[config.mk]
export PLATFORM = sky130hd
export DESIGN_NAME = clk_en_sequencer
export DESIGN_NICKNAME = d
export VERILOG_FILES = /design/src/rtl/clk_en_sequencer.sv
export SDC_FILE = /design/constraint.sdc
export NUM_CORES = 1
export LEC_CHECK = 0
export ABC_CLOCK_PERIOD_IN_PS = 3380
export CAP_MARGIN = 5
export CORE_MARGIN = 4
export CORE_UTILIZATION = 30
export CTS_CLUSTER_SIZE = 24
export DETAILED_ROUTE_END_ITERATION = 12
export PLACE_DENSITY_LB_ADDON = 0.25
export REMOVE_ABC_BUFFERS = 1
export SYNTH_ARGS = -nofsm -noshare
export SYNTH_HDL_FRONTEND = slang
export SYNTH_SLANG_ARGS = --single-unit
export TNS_END_PERCENT = 10
[constraint.sdc]
create_clock -name clk_in -period 3.38 [get_ports clk_in]
set_input_delay 0.845 -clock clk_in [delete_from_list [all_inputs] [get_ports clk_in]]
set_output_delay 0.845 -clock clk_in [all_outputs]
set_load 0.02 [all_outputs]
[src/rtl/clk_en_sequencer.sv]
// clk_en_sequencer: programmable clock-enable strobe generator (burst or continuous)
// Ports: clk_in/rst (async active-high); cfg_valid/cfg_ready/cfg_div/cfg_count config
//   handshake (accepted only in IDLE); start/stop run control; en_out one-cycle strobe
//   every max(cfg_div,1) cycles; busy while running; done after a counted run;
//   pulse_cnt strobes in current/last run.
// Optional: define SQUARE_OUT_EN to add sq_out, toggling on every strobe.
module clk_en_sequencer #(
  parameter int WIDTH   = 8,
  parameter int DEF_DIV = 8,
  parameter int CNT_W   = 8
) (
  input  logic             clk_in,
  input  logic             rst,
  input  logic             cfg_valid,
  output logic             cfg_ready,
  input  logic [WIDTH-1:0] cfg_div,
  input  logic [CNT_W-1:0] cfg_count,
  input  logic             start,
  input  logic             stop,
  output logic             en_out,
  output logic             busy,
  output logic             done,
`ifdef SQUARE_OUT_EN
  output logic             sq_out,
`endif
  output logic [CNT_W-1:0] pulse_cnt
);
  typedef enum logic [1:0] {IDLE, RUN, FINISH} state_t;
  state_t state, state_next;
  logic [WIDTH-1:0] period, cnt, pm1;
  logic [CNT_W-1:0] count;
  logic last, tick;
  assign cfg_ready = (state == IDLE);
  assign pm1 = (period == '0) ? '0 : period - 1'b1;
  // The count-th strobe is still visible on en_out; the run ends on the following edge.
  assign last = en_out && (count != '0) && (pulse_cnt == count);
  assign tick = (state == RUN) && !stop && !last && (cnt == pm1);
  always_comb begin
    state_next = state;
    if (state == IDLE)
      state_next = start ? RUN : IDLE;
    else if (state == RUN)
      state_next = stop ? IDLE : (last ? FINISH : RUN);
    else
      state_next = IDLE;
  end
  always_ff @(posedge clk_in or posedge rst) begin
    if (rst) begin
      state     <= IDLE;
      period    <= WIDTH'(DEF_DIV);
      count     <= '0;
      cnt       <= '0;
      en_out    <= 1'b0;
      busy      <= 1'b0;
      done      <= 1'b0;
      pulse_cnt <= '0;
`ifdef SQUARE_OUT_EN
      sq_out    <= 1'b0;
`endif
    end else begin
      state  <= state_next;
      en_out <= tick;
      busy   <= (state_next == RUN);
      done   <= (state_next == FINISH);
      if (cfg_valid && cfg_ready) begin
        period <= cfg_div;
        count  <= cfg_count;
      end
      if (state == IDLE && start) begin
        cnt       <= '0;
        pulse_cnt <= '0;
`ifdef SQUARE_OUT_EN
        sq_out    <= 1'b0;
`endif
      end else if (state == RUN) begin
        cnt       <= (cnt == pm1) ? '0 : cnt + 1'b1;
        pulse_cnt <= pulse_cnt + CNT_W'(tick);
`ifdef SQUARE_OUT_EN
        sq_out    <= sq_out ^ tick;
`endif
      end
    end
  end
endmodule
Word-level counts from Yosys, hierarchy flattened
Index checks and enable logic that the tools add are counted.

Register bits: 37. Latch bits: 0. RAM bits: 0. Bits in read-only memories: 0. Bits of input ports: 21. Word-level logic and storage cells: 40. Memories kept: 0.

Add/subtract/negate cells: 3. $mul: 0. Divide/modulo/power cells: 0. Order comparisons: 0. Equality and inequality tests: 5. Shift operators: 0. Multiplexer cells: 11. Bitwise gates (word level): 0. Reductions and logical operators: 13.

Operator list (number): two-way mux 8 bit (6); == test 8 bit (2); adder 8 x 1 -> 8 bit (1); adder 8 x 1 -> 8 bit, second input constant (1); logical NOT 8 bit (1); two-way mux 2 bit (4); nonzero test 8 bit (1); subtractor 8 x 1 -> 8 bit, second input constant (1); logical AND 1 bit (7); == test 2 x 1 -> 1 bit, second input constant (2); == test 2 bit, second input constant (1); logical NOT 1 bit (2); logical NOT 2 bit (1); nonzero test 2 bit (1); two-way mux 1 bit (1).

Longest topological paths before layout
Depth after elaboration: 9. Depth in mapped cells: 13.

Worst setup path before layout
OpenSTA, ideal clock, no wires.

Path type: flip-flop to flip-flop. From: register period[0]. To: register pulse_cnt[7]. Arrival: 3026 ps. Setup slack: 277 ps. Cell stages (with the launch flop): 12. Clock period less this slack: 3103 ps. Cells stage by stage: dfrtp_1 > inv_1 > ha_1 > nor4b_4 > and4bb_2 > nor3_1 > o221ai_2 > nor4_1 > ha_1 > nand4_1 > or3_1 > a21oi_1.

Longest elaborated chain between the ends: 7. Elaborated cells on any way between the ends: 8. Those cells by class: 2 x add/sub; 1 x eq/ne; 3 x mux; 2 x reduce/logical.

Ends and longest elaborated chain: start: declaration (RTL line 30) `logic [WIDTH-1:0] period, cnt, pm1;`; start signal: assignment (RTL line 50) `period <= WIDTH'(DEF_DIV);`; start signal: assignment (RTL line 66) `period <= cfg_div;`; subtractor 8 x 1 -> 8 bit or logical NOT 8 bit (tied branches) (RTL line 34) `assign pm1 = (period == '0) ? '0 : period - 1'b1;`; two-way mux 8 bit * (RTL line 34); == test 8 bit * (RTL line 37) `assign tick = (state == RUN) && !stop && !last && (cnt == pm1);`; logical AND 1 bit * (RTL line 37); named net tick (RTL line 32) `logic last, tick;`; adder 8 x 1 -> 8 bit * (RTL line 77) `pulse_cnt <= pulse_cnt + CNT_W'(tick);`; two-way mux 8 bit * (RTL line 75) `end else if (state == RUN) begin`; two-way mux 8 bit * (RTL line 69) `if (state == IDLE && start) begin`; end signal: assignment (RTL line 77); end: declaration (RTL line 26) `output logic [CNT_W-1:0] pulse_cnt`.

Mark *: on every way through the listed nets, which the timed path passes. The rest lies on a longest branch. The select of a mux whose other input is x is not followed. A chain may end at the register's enable or synchronous reset.

Final worst setup path
Same ends and word-level chain as after synthesis.

==> metrics.md <==
| Metric | Value |
|---|---|
| Chip height | `94.1 µm` |
| Min-delay src | `count[2]` |
| Final Cycle Share | `0.921` |
| P_leak | `between 1 and 1.5 nW` |
| Crit path largest cell delay | `0.42 ns` |
| Cell accounting for the most synthesized area | `dfrtp_1` |
| CTS HTree Levels | `2` |
| Status | `finished, final reports clean` |
| Hold Crit Class | `register to register` |
| Root buf cell | `clkbuf_8` |
| Finished layout cell area | `2840 µm²` |
| CTS Buf Count | `5` |
| RSZ-0062 raised after global routing | `false` |
| CTS tree | `built` |
| Core ar. | `approximately 7000 µm²` |
| Synth warnings | `0` |
| Clock Sinks | `37` |
| Slew headroom | `0.677` |
| WHS Endpoint | `count[2]` |
| VDD IR-drop max | `a little over 0.0002 V` |
| Max Cap Viol | `0` |
| Netlist cell types | `between 50 and 60` |
| Layout fillers | `between 700 and 800` |
| Worst setup SP type | `register` |
| Antenna violations before repair | `0` |
| Slowest CP cell | `dfrtp_1` |
| Worst path cell trace | `inv_1, ha_2, nor4b_4, and4bb_2, nor3_1, o221ai_2, nor4_2, buf_4, ha_1, nand4_1, or3_1, a21oi_1` |
| Synthesized instance count | `230` |
| Post-Syn Area per Cell | `9.68 µm²` |
| Fin. Hold Viols | `0` |
| Sequential area share after synthesis | `0.417` |
| Final setup violation count | `0` |
| CP arrival | `between 3 and 4 ns` |
| DIE WIDTH | `around 94 µm` |
| Yosys reg bits | `37` |
| Hold path depth | `1` |
| Max clock buf depth | `2` |
| Ys flop type | `dfrtp_1` |
| Placed cell area | `between 2000 and 3000 µm²` |
| # rows | `31` |
| Clk_skew | `0.00404 ns` |
| Max-slew violation count | `0` |
| Via-to-Cell Ratio | `4.89` |
| Cells after DPL | `357` |
| Critical-path maximum fanout | `7` |
| Antenna cells | `0` |
| First-pass DRT Iterations | `4` |
| Final #Nets | `292` |
| RR Endpoint | `pulse_cnt[7]` |
| Clock Latency Late Sink | `around 0.29 ns` |
| Fmax | `321 MHz` |
| Register clock-pin slew on the reported worst setup and hold paths | `around 0.08 ns` |
| Most common cell after layout, fill and taps aside | `dfrtp_1` |
| Die Footprint | `between 8000 and 9000 µm²` |
| P&R area growth vs syn | `27.7%` |
| Vias in the first global route | `1911` |
| Top cells by area, synth | `dfrtp_1, mux2_2, xnor2_1, nand2_1, nor2_1` |
| Non-Filler Instances | `between 300 and 400` |
| # IOs | `33` |
| Post-synth EDFFs | `0` |
| Share of layout cells above drive strength 1 | `0.190` |
| Worst-Margin Slew | `about 0.48 ns` |
| GR Overflow Total | `0` |
| Setup ws final | `approximately 0.27 ns` |
| WL per Instance | `approximately 14 µm` |
| Async S/R FF share, synth | `1.00` |
| First-pass GRT wire length | `~9000 µm` |
| Initial DRC Count | `between 80 and 90` |
| Final setup TNS | `0 ns` |
| Final RePlAce weighted congestion | `between 0.8 and 0.9` |
| Post-Place Setup Slack | `0.155 ns` |
| Yosys top cell area share | `0.405` |
| Final Critical Period | `a little over 3 ns` |
| Residual DRC count | `0` |
| Cell Pwr Density | `between 500 and 600 nW/µm²` |
| WL final | `between 5000 and 6000 µm` |
| DR vias | `about 1800` |
| Area of the mapped netlist | `2230 µm²` |
| Nature of the critical path endpoint | `register` |
| Starting Density | `0.309` |
| Total track usage | `0.128` |
| Post-DRT Antenna Nets | `0` |
| Required @ worst endpoint | `roughly 3.6 ns` |
| Most frequent cells in the layout | `dfrtp_1, clkdlybuf4s50_1, nand2_1` |
| Post-DP HPWL | `around 3800 µm` |
| PortBufs | `32` |
| R2R Setup Slk | `0.27 ns` |
| Reg2Reg Depth | `12` |
| Reg2reg start | `period[0]` |
| Kind of critical path | `register to register` |
| Largest net degree at the start of global routing | `38` |
worst max-delay path by stage:
stage,endpoint,cells past startpoint,from
final,pulse_cnt[7],12,period[0]
after global routing,pulse_cnt[7],12,period[0]
after CTS,pulse_cnt[6],14,period[0]
after detailed placement,pulse_cnt[6],14,period[0]
after global placement,pulse_cnt[6],14,period[0]
after floorplan,pulse_cnt[7],11,period[0]
synth_stat cells, types with 6 or more instances:
cell and number:
nor2_1 19, nor4_1 6, xnor2_1 11, mux2_2 14, nand3_1 7, inv_1 6, nand2_1 22, xor2_1 7
clkbuf_1 8, nor3_1 10, dfrtp_1 36, o21ai_0 10
worst max-delay path: cells and delay by family, from the launching register on:
kind	cells	cell delay, ns
compound gates	2	0.29
flops	1	0.42
fa+ha+maj	2	0.45
buf+inv	2	0.31
simple gates	6	1.58
metal layers:
layer	wire length, µm	global-route usage	up-vias	share of wire
met5	0	0	-	0
met1	2470	0.163	854	0.47
met4	46	0.0289	0	0.0087
met2	2550	0.220	28	0.48
met3	204	0.0313	7	0.039
li1	-	-	904	-
repair_timing:
item | 4_1_cts | 5_1_grt
endpoints found under the setup margin | 0 | 5
hold buffers | 0 | 0
buffers inserted | 0 | 2
endpoints found under the hold margin | 0 | 0
gates resized for setup | 0 | 6
layout make-up:
type                            instances  area [µm²]  area share
Clock buffer                            7        86.3      0.0304
Clock inverter                          1        30.0      0.0106
Inverter                                6        22.5     0.00792
Multi-Input combinational cell        174        1250       0.440
Sequential cell                        37         927       0.326
Tap cell                               99         124      0.0436
Timing Repair Buffer                   43         403       0.142
registers in the layout, indices dropped and copies added (netlist names):
name       cells
pulse_cnt      8
count          8
state          2
en_out         1
done           1
cnt            8
period         8
busy           1
cell families after synthesis:
group                      after synthesis  share of synthesized area
and+or+nand+nor                         92                      0.222
AOI/OAI and AO/OA                       46                      0.161
DFF                                     37                      0.417
buffers and inverters                   19                     0.0360
xor gates and xnor gates                18                     0.0708
muxes                                   14                     0.0708
adders and majority gates                4                     0.0225
through the flow:
stage                util  hold WS (ns)  power, W
global placement    0.371         0.515   0.00102
floorplan               -         0.499  0.000879
detailed placement  0.371         0.527   0.00102
finish              0.394         0.538   0.00143
global route        0.394         0.560   0.00152
CTS                 0.388         0.545   0.00143
power by group:
part	leakage (nW)	switching, W	internal [W]
sequential	0.473	0.000100	0.000505
combinational	0.572	0.000203	0.000217
clock	0.0585	0.000163	0.000241
total	1.10	0.000467	0.000963
No activity file was read; power rests on OpenSTA's default activity.
